## config.mk

```make
export PLATFORM = sky130hd
export DESIGN_NAME = rng_request_arbiter
export DESIGN_NICKNAME = d
export VERILOG_FILES = /design/src/rtl/rng_request_arbiter.sv
export SDC_FILE = /design/constraint.sdc
export NUM_CORES = 1
export LEC_CHECK = 0
export ABC_AREA = 1
export BUFFER_PORTS_ARGS = -buffer_cell sky130_fd_sc_hd__buf_2
export CAP_MARGIN = 20
export CORE_UTILIZATION = 30
export DETAILED_ROUTE_END_ITERATION = 12
export PLACE_DENSITY_LB_ADDON = 0.05
export SETUP_SLACK_MARGIN = 0.5
export SYNTH_ARGS = -nofsm -noshare
export SYNTH_HDL_FRONTEND = slang
export SYNTH_SLANG_ARGS = --single-unit
export TNS_END_PERCENT = 100
```

## constraint.sdc

```tcl
create_clock -name clk -period 1.3 [get_ports clk]
set_input_delay 0.065 -clock clk [delete_from_list [all_inputs] [get_ports clk]]
set_output_delay 0.065 -clock clk [all_outputs]
set_load 0.1 [all_outputs]
```

## src/rtl/rng_request_arbiter.sv

```systemverilog
// Shares one external LFSR between two requesters: seeds it after reset, advances it
// DRAW_STEPS times per draw and returns the result with a one-cycle acknowledge.
module rng_request_arbiter #(
  parameter int unsigned      WIDTH      = 4,
  parameter int unsigned      DRAW_STEPS = 4,
  parameter logic [WIDTH-1:0] SEED       = WIDTH'(4'b1110)
) (
  input  logic             clk,
  input  logic             rst,
  input  logic [WIDTH-1:0] lfsr_state,
  output logic             lfsr_step,
  output logic             lfsr_load,
  output logic [WIDTH-1:0] lfsr_seed,
  input  logic             req_0,
  input  logic             req_1,
  output logic             ack_0,
  output logic             ack_1,
  output logic [WIDTH-1:0] rnd_out,
  output logic             busy
);

  localparam int unsigned CNT_W = 4;

  typedef enum logic [1:0] {INIT, IDLE, STEP, DELIVER} state_t;

  state_t           state_q, state_d;
  logic [CNT_W-1:0] cnt_q, cnt_d;
  logic             ptr_q, ptr_d;
  logic             grant_q, grant_d;
  logic             ack_0_d, ack_1_d;
  logic [WIDTH-1:0] rnd_d;
  logic             step_c, load_c;
  logic             elig_0, elig_1;

  // A requester seeing its ack this cycle is not yet eligible for another draw.
  assign elig_0 = req_0 & ~ack_0;
  assign elig_1 = req_1 & ~ack_1;

  assign lfsr_step = step_c;
  assign lfsr_load = load_c;
  assign lfsr_seed = SEED;
  assign busy      = (state_q != IDLE);

  always_comb begin
    state_d = state_q;
    cnt_d   = cnt_q;
    ptr_d   = ptr_q;
    grant_d = grant_q;
    ack_0_d = 1'b0;
    ack_1_d = 1'b0;
    rnd_d   = rnd_out;
    step_c  = 1'b0;
    load_c  = 1'b0;
    case (state_q)
      INIT: begin
        load_c  = 1'b1;
        state_d = IDLE;
      end
      IDLE: begin
        if (elig_0 && (!elig_1 || !ptr_q)) begin
          grant_d = 1'b0;
          ptr_d   = 1'b1;
          cnt_d   = '0;
          state_d = STEP;
        end else if (elig_1) begin
          grant_d = 1'b1;
          ptr_d   = 1'b0;
          cnt_d   = '0;
          state_d = STEP;
        end
      end
      STEP: begin
        // An all-zero LFSR never leaves zero, so reseed and retry without counting.
        if (lfsr_state == '0) begin
          load_c = 1'b1;
        end else begin
          step_c = 1'b1;
          cnt_d  = cnt_q + CNT_W'(1);
          if (cnt_q == CNT_W'(DRAW_STEPS - 1)) state_d = DELIVER;
        end
      end
      DELIVER: begin
        rnd_d   = lfsr_state;
        ack_0_d = ~grant_q;
        ack_1_d = grant_q;
        state_d = IDLE;
      end
      default: state_d = INIT;
    endcase
    if (rst) begin
      step_c = 1'b0;
      load_c = 1'b0;
    end
  end

  always_ff @(posedge clk) begin
    if (rst) begin
      state_q <= INIT;
      cnt_q   <= '0;
      ptr_q   <= 1'b0;
      grant_q <= 1'b0;
      ack_0   <= 1'b0;
      ack_1   <= 1'b0;
      rnd_out <= '0;
    end else begin
      state_q <= state_d;
      cnt_q   <= cnt_d;
      ptr_q   <= ptr_d;
      grant_q <= grant_d;
      ack_0   <= ack_0_d;
      ack_1   <= ack_1_d;
      rnd_out <= rnd_d;
    end
  end

endmodule

```

==> results of run 1 <==
worst max-delay path: stages, from the launching register on:
cell and delay (ps):
dfxtp_4 400, ha_4 190, inv_6 40, a211oi_4 200, buf_12 210
kinds of logic (layout without fill, tap and decap cells):
kind of cell	Yosys count	after routing
DFF	14	14
buffers and inverters	18	44
and+or+nand+nor	49	49
AOI/OAI and AO/OA	15	15
adders and majority gates	5	5
other	2	4
report_power, final:
group / leakage [nW] / switching [mW] / internal [mW] / total [mW]
logic: 0.380 / 1.09 / 0.694 / 1.78
registers: 0.120 / 0.105 / 0.550 / 0.655
clock network: 0.0154 / 0.147 / 0.111 / 0.258
stage by stage:
stage               std cells  power [mW]
finish                    161        2.69
floorplan                 105        1.68
global route              161        2.84
global placement          148        2.00
detailed placement        148        2.01
CTS                       160        2.65
sequential cells by signal, summed over array words and instances, names as in the netlist:
name	count
cnt_q	4
ack_0	1
rnd_out	4
ptr_q	1
grant_q	1
state_q	2
ack_1	1
cell usage after synthesis:
cell type / instances / area share
conb_1: 2 / 0.0097
and3_1: 1 / 0.0081
nor2_1: 16 / 0.078
a21oi_2: 1 / 0.011
buf_4: 4 / 0.039
o21ai_0: 6 / 0.039
a21oi_1: 7 / 0.045
nand2_1: 15 / 0.073
nand4_1: 3 / 0.024
nand2_2: 1 / 0.0081
ha_1: 5 / 0.081
nor2_2: 2 / 0.016
inv_2: 2 / 0.0097
nor3_1: 1 / 0.0065
buf_6: 1 / 0.015
inv_1: 11 / 0.053
nand3_2: 1 / 0.013
nand3_1: 6 / 0.039
nand2_4: 1 / 0.015
nand3_4: 2 / 0.045
a211oi_1: 1 / 0.0097
dfxtp_1: 14 / 0.36
repair_timing:
action,in CTS,in global routing
setup endpoints to repair,23,23
cloned,0,0
resized for setup,45,10
buffers inserted,8,1
pin swaps,6,6
path summary, 6_finish.rpt:
kind | start | end | slack [ps] | cells after the start
setup reg to reg | state_q[0] | cnt_q[3] | -20 | 8
hold reg to reg | grant_q | ack_0 | 480 | 1
setup / recovery | state_q[1] | lfsr_step | -80 | 4
hold / removal | lfsr_state[1] | rnd_out[1] | 40 | 3
per-layer routing:
layer / GRT usage / up-vias / part of all wire
met4: 0.0789 / 0 / 0.0057
met1: 0.174 / 340 / 0.45
met5: 0 / - / 0
met3: 0.0290 / 2 / 0.027
met2: 0.224 / 9 / 0.52
li1: - / 381 / -
area by class of cell:
cell class	instances	share of cell area
inverters	13	0.0507
repair buffers	27	0.235
well taps	30	0.0293
multi-input cells	73	0.422
flip-flops and latches	14	0.242
clock buffers	3	0.0176
clock inverters	1	0.00293
layout by cell type, fill, tap and decap left out, types with 6 or more instances in the layout:
cell | Yosys | routed
nand2_1 | 15 | 12
dfxtp_1 | 14 | 6
buf_2 | 0 | 7
buf_4 | 4 | 10
dfxtp_4 | 0 | 8
buf_12 | 0 | 9
inv_1 | 11 | 7
nor2_1 | 16 | 13
==> impl_results.md, run 1 <==
- DRC: 0
- Failing checks: negative setup slack
- Compound-Gate Fraction of Synth Area: 0.105
- Share of post-route cells with drive strength above 1: 0.542
- Post-synthesis mux area share: 0
- Root buf cell: clkbuf_4
- Post-synthesis xor/xnor area fraction: 0
- Synth Area in Adders: 0.0809
- Tmin final: 1380 ps
- # setup viols final: 4
- Area of the multi-input gates: 542 sq um
- Synthesized area: 773 sq um
- Maximum vdd drop: 1160 uV
- Pin count of the biggest net entering global routing: 11
- Max-slew violation count: 0
- Worst Clk Skew: 1.47 ps
- Antenna violations before repair: 0
- Routed Antenna Nets: 0
- Crit start category: register
- # H-tree levels: 1
- Syn-to-layout area delta: 65.9%
- Setup crit end kind: primary output
- RSZ-0062 raised after global routing: yes
- Max-cap viol count: 0
- IO Pins: 21
- Gpl congestion: 0.791
- Largest family of logic cells by synthesized area: simple AND/OR/NAND/NOR gates
- Final Cell Area: 1280 sq um
- Total CTS buffers: 3
- Syn_area_per_cell: 7.51 sq um
- CTS tree: yes
- Status: finished with violations
- Total gr overflow: 0
- Number of port buffers: 16
- Maximum fanout along the worst path: 3
- Initial DRC Count: 3
- Leakage: 0.515 nW
- Pre-CTS setup slack: 66.8 ps
- N_diodes: 0
- Critical Path RT: 1240 ps
- WL per Instance: 10.9 microns
- Crit path DAT: 1320 ps
- Die area: 2780 sq um
- Fillers: 237
- Post-CTS Hold Fix Bufs: 0
- Crit path kind: register to primary output
- Core box area: 2450 sq um
- Max Clock Freq: 723 MHz
- Post-synthesis sequential area ratio: 0.362
- CTS Sinks: 14
- Tot GR Track Use: 0.141
- Worst Setup Slack, final: -83.0 ps
- Fin util: 0.522
- Total routed wirelength: 1760 microns
- DP Area: 996 sq um
- Area occupied by registers: 310 sq um
- Seq cells post-synth: 14
- Number of global-route vias before repair: 641
- Initial core utilization: 0.315
- Std-Cell Rows: 18
- First-pass GRT wire length: 2770 microns
- Simple-gate share of the synthesized area: 0.325
- Die X-Extent: 52.8 microns
- Worst Hold Slack: 37.4 ps
- Hpwl dp: 1280 microns
- Setup TNS: -246 ps
- Die extent in y: 52.8 microns
- Worst-path clk slew: 90 ps
- Yosys Warn Count: 0
- Final count of hold timing violations: 0
- Worst Hold Class: input port to register
- Drt pass-1 iters: 4
- Final #Nets: 145
- Mapped Cells: 103
- Drt via density: 4.55
- Final period util: 1.06
- P per Cell Area: 2100 nW/um^2
- Number of distinct library cells after synthesis: 22
- Longest Clk Path Bufs: 2
- Via count: 732
- Clk_lat worst skew: 280 ps
No activity file was read; power rests on OpenSTA's default activity.
==> run 2: changes to the inputs <==
==> constraint.sdc (replaced) <==
create_clock -name clk -period 1.5 [get_ports clk]
set_input_delay 0.075 -clock clk [delete_from_list [all_inputs] [get_ports clk]]
set_output_delay 0.075 -clock clk [all_outputs]
set_load 0.1 [all_outputs]
==> impl_results.md, run 2 (synthesized netlist as in run 1, its figures left out) <==
- Hpwl dp: 1320 microns
- Pre-CTS setup slack: 209 ps
- Via count: 724
- Worst-path clk slew: 90 ps
- Die area: 2780 sq um
- Maximum fanout along the worst path: 2
- Setup TNS: 0 ps
- Maximum vdd drop: 925 uV
- P per Cell Area: 1890 nW/um^2
- Worst Hold Class: input port to register
- Fin util: 0.461
- Register-to-Register Path Depth: 7
- Tot GR Track Use: 0.159
- Final #Nets: 140
- Crit start category: register
- Hold_sp: lfsr_state[2]
- Gpl congestion: 0.675
- Biggest regs: cnt_q x4, rnd_out x4, state_q x2
- Most common cell after layout, fill and taps aside: nor2_1
- Max-cap viol count: 0
- WL per Instance: 12.0 microns
- Number of port buffers: 16
- Status: finished clean
- Initial core utilization: 0.315
- Min-Delay Endpoint: rnd_out[2]
- Drt pass-1 iters: 4
- Root buf cell: clkbuf_4
- CTS tree: yes
- Initial DRC Count: 11
- Total routed wirelength: 1870 microns
- Die extent in y: 52.8 microns
- Hold path depth: 3
- Final count of hold timing violations: 0
- RR Endpoint: cnt_q[3]
- RSZ-0062 raised after global routing: yes
- Syn-to-layout area delta: 46.3%
- CTS Sinks: 14
- IO Pins: 21
- Clk_lat worst skew: 280 ps
- # H-tree levels: 1
- N_diodes: 0
- Max Clock Freq: 705 MHz
- Max-slew violation count: 0
- # setup viols final: 0
- Drt via density: 4.64
- Setup crit end kind: primary output
- Crit path kind: register to primary output
- Total CTS buffers: 3
- Tmin final: 1420 ps
- Die X-Extent: 52.8 microns
- Antenna violations before repair: 0
- Routed Antenna Nets: 0
- Fillers: 251
- DRC: 0
- Worst Setup Slack, final: 81.8 ps
- First-pass GRT wire length: 3080 microns
- Total gr overflow: 0
- Worst Clk Skew: 1.06 ps
- Longest Clk Path Bufs: 2
- Post-CTS Hold Fix Bufs: 0
- Commonest non-fill, non-tap cells in the layout: nor2_1, nand2_1, inv_1, buf_2, buf_4
- Reg2reg setup slack: 160 ps
- Worst Hold Slack: 44.5 ps
- RR Startpoint: state_q[0]
- Critical Path RT: 1420 ps
- Crit path DAT: 1340 ps
- Std-Cell Rows: 18
- Pin count of the biggest net entering global routing: 11
- Number of global-route vias before repair: 675
- Core box area: 2450 sq um
- DP Area: 970 sq um
- Share of post-route cells with drive strength above 1: 0.484
- Leakage: 0.475 nW
- Final Cell Area: 1130 sq um
- Final period util: 0.945
## run 2: cell count changes in the layout (fill, tap and decap cells not counted), sizes merged
cell  change
buf       -5
## run 2: how the worst max path moves through the flow
stage	from	end	slack, ps	cells after the start
after floorplan	state_q[0]	lfsr_step	-110	4
after global placement	state_q[0]	lfsr_step	240	5
after detailed placement	state_q[0]	lfsr_load	210	5
after CTS	state_q[0]	lfsr_step	50	5
after global routing	state_q[0]	lfsr_load	20	5
final	state_q[0]	lfsr_load	80	6
## run 2: what timing repair did
action,4_1_cts,5_1_grt
buffers inserted,6,0
endpoints found under the hold margin,0,0
gates resized for setup,19,9
pin swaps,6,2
setup endpoints to repair,22,22
gates cloned,0,0
## run 2: area by class of cell
| cell class | instances | area [sq um] | area share |
|---|---|---|---|
| Multi-Input combinational cell | 73 | 504 | 0.446 |
| Tap cell | 30 | 37.5 | 0.0332 |
| Sequential cell | 14 | 299 | 0.264 |
| Clock buffer | 3 | 22.5 | 0.0199 |
| Clock inverter | 1 | 3.75 | 0.00332 |
| Timing Repair Buffer | 22 | 204 | 0.180 |
| Inverter | 13 | 60.1 | 0.0531 |
## run 2: routing by layer
metal | track usage | wire (microns) | up-vias | part of all wire
met5 | 0 | 0 | - | 0
met4 | 0.0658 | 14 | 0 | 0.0075
met3 | 0.0348 | 52 | 2 | 0.028
met2 | 0.283 | 1020 | 16 | 0.54
met1 | 0.179 | 783 | 341 | 0.42
li1 | - | - | 365 | -
## run 2: critical path, stage by stage (launching register included)
cell,delay (ps)
dfxtp_4,360
inv_4,60
buf_4,90
ha_1,150
inv_2,50
a21oi_4,170
buf_12,190
## run 2: power breakdown
part | internal [mW] | total, mW | switching (mW)
Sequential | 0.467 | 0.532 | 0.0651
Clock | 0.0963 | 0.221 | 0.125
Combinational | 0.474 | 1.39 | 0.915
Total | 1.04 | 2.14 | 1.10
## run 2: metrics by stage
stage          std cells  power [mW]
4_1_cts              156        2.12
3_5_place_dp         146        1.70
3_3_place_gp         146        1.70
5_1_grt              156        2.28
2_1_floorplan        105        1.45
6_report             156        2.14
==> run 3: changes to the inputs <==
--- a/config.mk
+++ b/config.mk
@@ -8,7 +8,7 @@
 export ABC_AREA = 1
 export BUFFER_PORTS_ARGS = -buffer_cell sky130_fd_sc_hd__buf_2
 export CAP_MARGIN = 20
-export CORE_UTILIZATION = 30
+export CORE_UTILIZATION = 50
 export DETAILED_ROUTE_END_ITERATION = 12
 export PLACE_DENSITY_LB_ADDON = 0.05
 export SETUP_SLACK_MARGIN = 0.5
==> impl_results.md, run 3 (synthesized netlist as in run 1, its figures left out) <==
- WL per Instance: 17.3 microns
- Commonest non-fill, non-tap cells in the layout: nor2_1, nand2_1, buf_6
- CTS Sinks: 14
- Fin util: 0.901
- Leakage: 0.498 nW
- Worst Hold Class: input port to register
- Biggest regs: cnt_q x4, rnd_out x4, state_q x2
- IO Pins: 21
- Antenna violations before repair: 0
- Critical path depth: 5
- Drt pass-1 iters: 4
- Pin count of the biggest net entering global routing: 11
- Gpl congestion: 0.780
- Crit start category: register
- Register-to-Register Path Depth: 9
- Initial core utilization: 0.566
- Worst Hold Slack: 58.1 ps
- Hpwl dp: 1220 microns
- Die area: 1710 sq um
- CTS tree: yes
- Clk_lat worst skew: 300 ps
- Pre-CTS setup slack: 229 ps
- N_diodes: 0
- # setup viols final: 1
- Syn-to-layout area delta: 59.2%
- RR Startpoint: state_q[0]
- Via count: 830
- Number of port buffers: 16
- Drt via density: 5.72
- Max Clock Freq: 661 MHz
- Worst-path clk slew: 90 ps
- Final #Nets: 144
- Maximum fanout along the worst path: 3
- Std-Cell Rows: 13
- Bufs and invs on worst path: 2
- RSZ-0062 raised after global routing: yes
- Share of post-route cells with drive strength above 1: 0.569
- Max-cap viol count: 0
- Failing checks: negative setup slack
- P per Cell Area: 1960 nW/um^2
- CP peak stage delay: 380 ps
- Total CTS buffers: 3
- Max-slew violation count: 0
- Largest delay share family, worst path: flip-flops
- DRC: 0
- Crit path to: lfsr_load
- Core box area: 1370 sq um
- CP max stage cell: dfxtp_4
- Total gr overflow: 0
- Critical Path RT: 1420 ps
- Pwr Total: 2.42 mW
- Post-CTS Hold Fix Bufs: 0
- Die extent in y: 41.3 microns
- Crit path DAT: 1440 ps
- # H-tree levels: 1
- RR Endpoint: grant_q
- Total routed wirelength: 2500 microns
- Final Cell Area: 1230 sq um
- Tot GR Track Use: 0.286
- Setup crit end kind: primary output
- Final count of hold timing violations: 0
- Root buf cell: clkbuf_4
- Worst Clk Skew: 1.57 ps
- Die X-Extent: 41.3 microns
- Initial DRC Count: 28
- Maximum vdd drop: 1450 uV
- Fillers: 54
- DP Area: 951 sq um
- First-pass GRT wire length: 2960 microns
- Tmin final: 1510 ps
- Worst Setup Slack, final: -12.2 ps
- Crit-path cells: inv_4, ha_4, nand3_4, a21oi_4, buf_12
- Longest Clk Path Bufs: 2
- Status: finished with violations
- Crit path kind: register to primary output
- Final period util: 1.01
- Setup crit start: state_q[0]
- Reg2reg setup slack: 10 ps
- Routed Antenna Nets: 0
- Number of global-route vias before repair: 664
-- run 3: changes by cell type in the layout (fill, tap and decap cells not counted), sizes merged --
cell	before	now
buf	22	26
-- run 3: worst min path at each step --
stage                              from    endpoint  cells past startpoint
after detailed placement  lfsr_state[0]  rnd_out[0]                      3
after global placement    lfsr_state[1]  rnd_out[1]                      3
after floorplan           lfsr_state[1]  rnd_out[1]                      2
after global routing      lfsr_state[1]  rnd_out[1]                      3
after CTS                 lfsr_state[1]  rnd_out[1]                      3
final                     lfsr_state[1]  rnd_out[1]                      3
-- run 3: per-layer routing --
layer  wire length, microns  track usage  share of wire
met2                   1240        0.492           0.49
met4                     55        0.161          0.022
met3                    168       0.0851          0.067
met5                      0            0              0
met1                   1050        0.310           0.42
-- run 3: report_power, final --
group | switching, mW | internal, mW
Combinational | 1.02 | 0.594
Sequential | 0.0939 | 0.467
Clock | 0.146 | 0.0972
-- run 3: layout make-up --
type | count | area [sq um] | share of cell area
clock buffer | 3 | 22.5 | 0.0183
clock inverter | 1 | 3.75 | 0.00305
inverter | 13 | 65.1 | 0.0528
multi-input combinational | 73 | 567 | 0.460
sequential | 14 | 298 | 0.242
tap | 15 | 18.8 | 0.0152
timing repair buffer | 26 | 256 | 0.208
-- run 3: through the flow --
stage,TNS (ps),cells
final,-12.2,145
after global routing,-109,145
after CTS,0,144
after detailed placement,0,131
after global placement,0,131
after floorplan,-578,105
-- run 3: timing repair --
item	4_1_cts	5_1_grt
endpoints found under the hold margin	0	0
setup buffers	9	1
pin swaps	7	9
gates resized for setup	22	32
setup endpoints to repair	22	23
-- run 3: worst reg2reg max path, stage by stage (launching register included) --
cell and delay (ps):
dfxtp_4 390, buf_6 110, buf_6 100, ha_4 140
clkinvlp_4 170, buf_6 170, a21oi_4 110, inv_1 60
nand2_1 90, a21oi_2 60
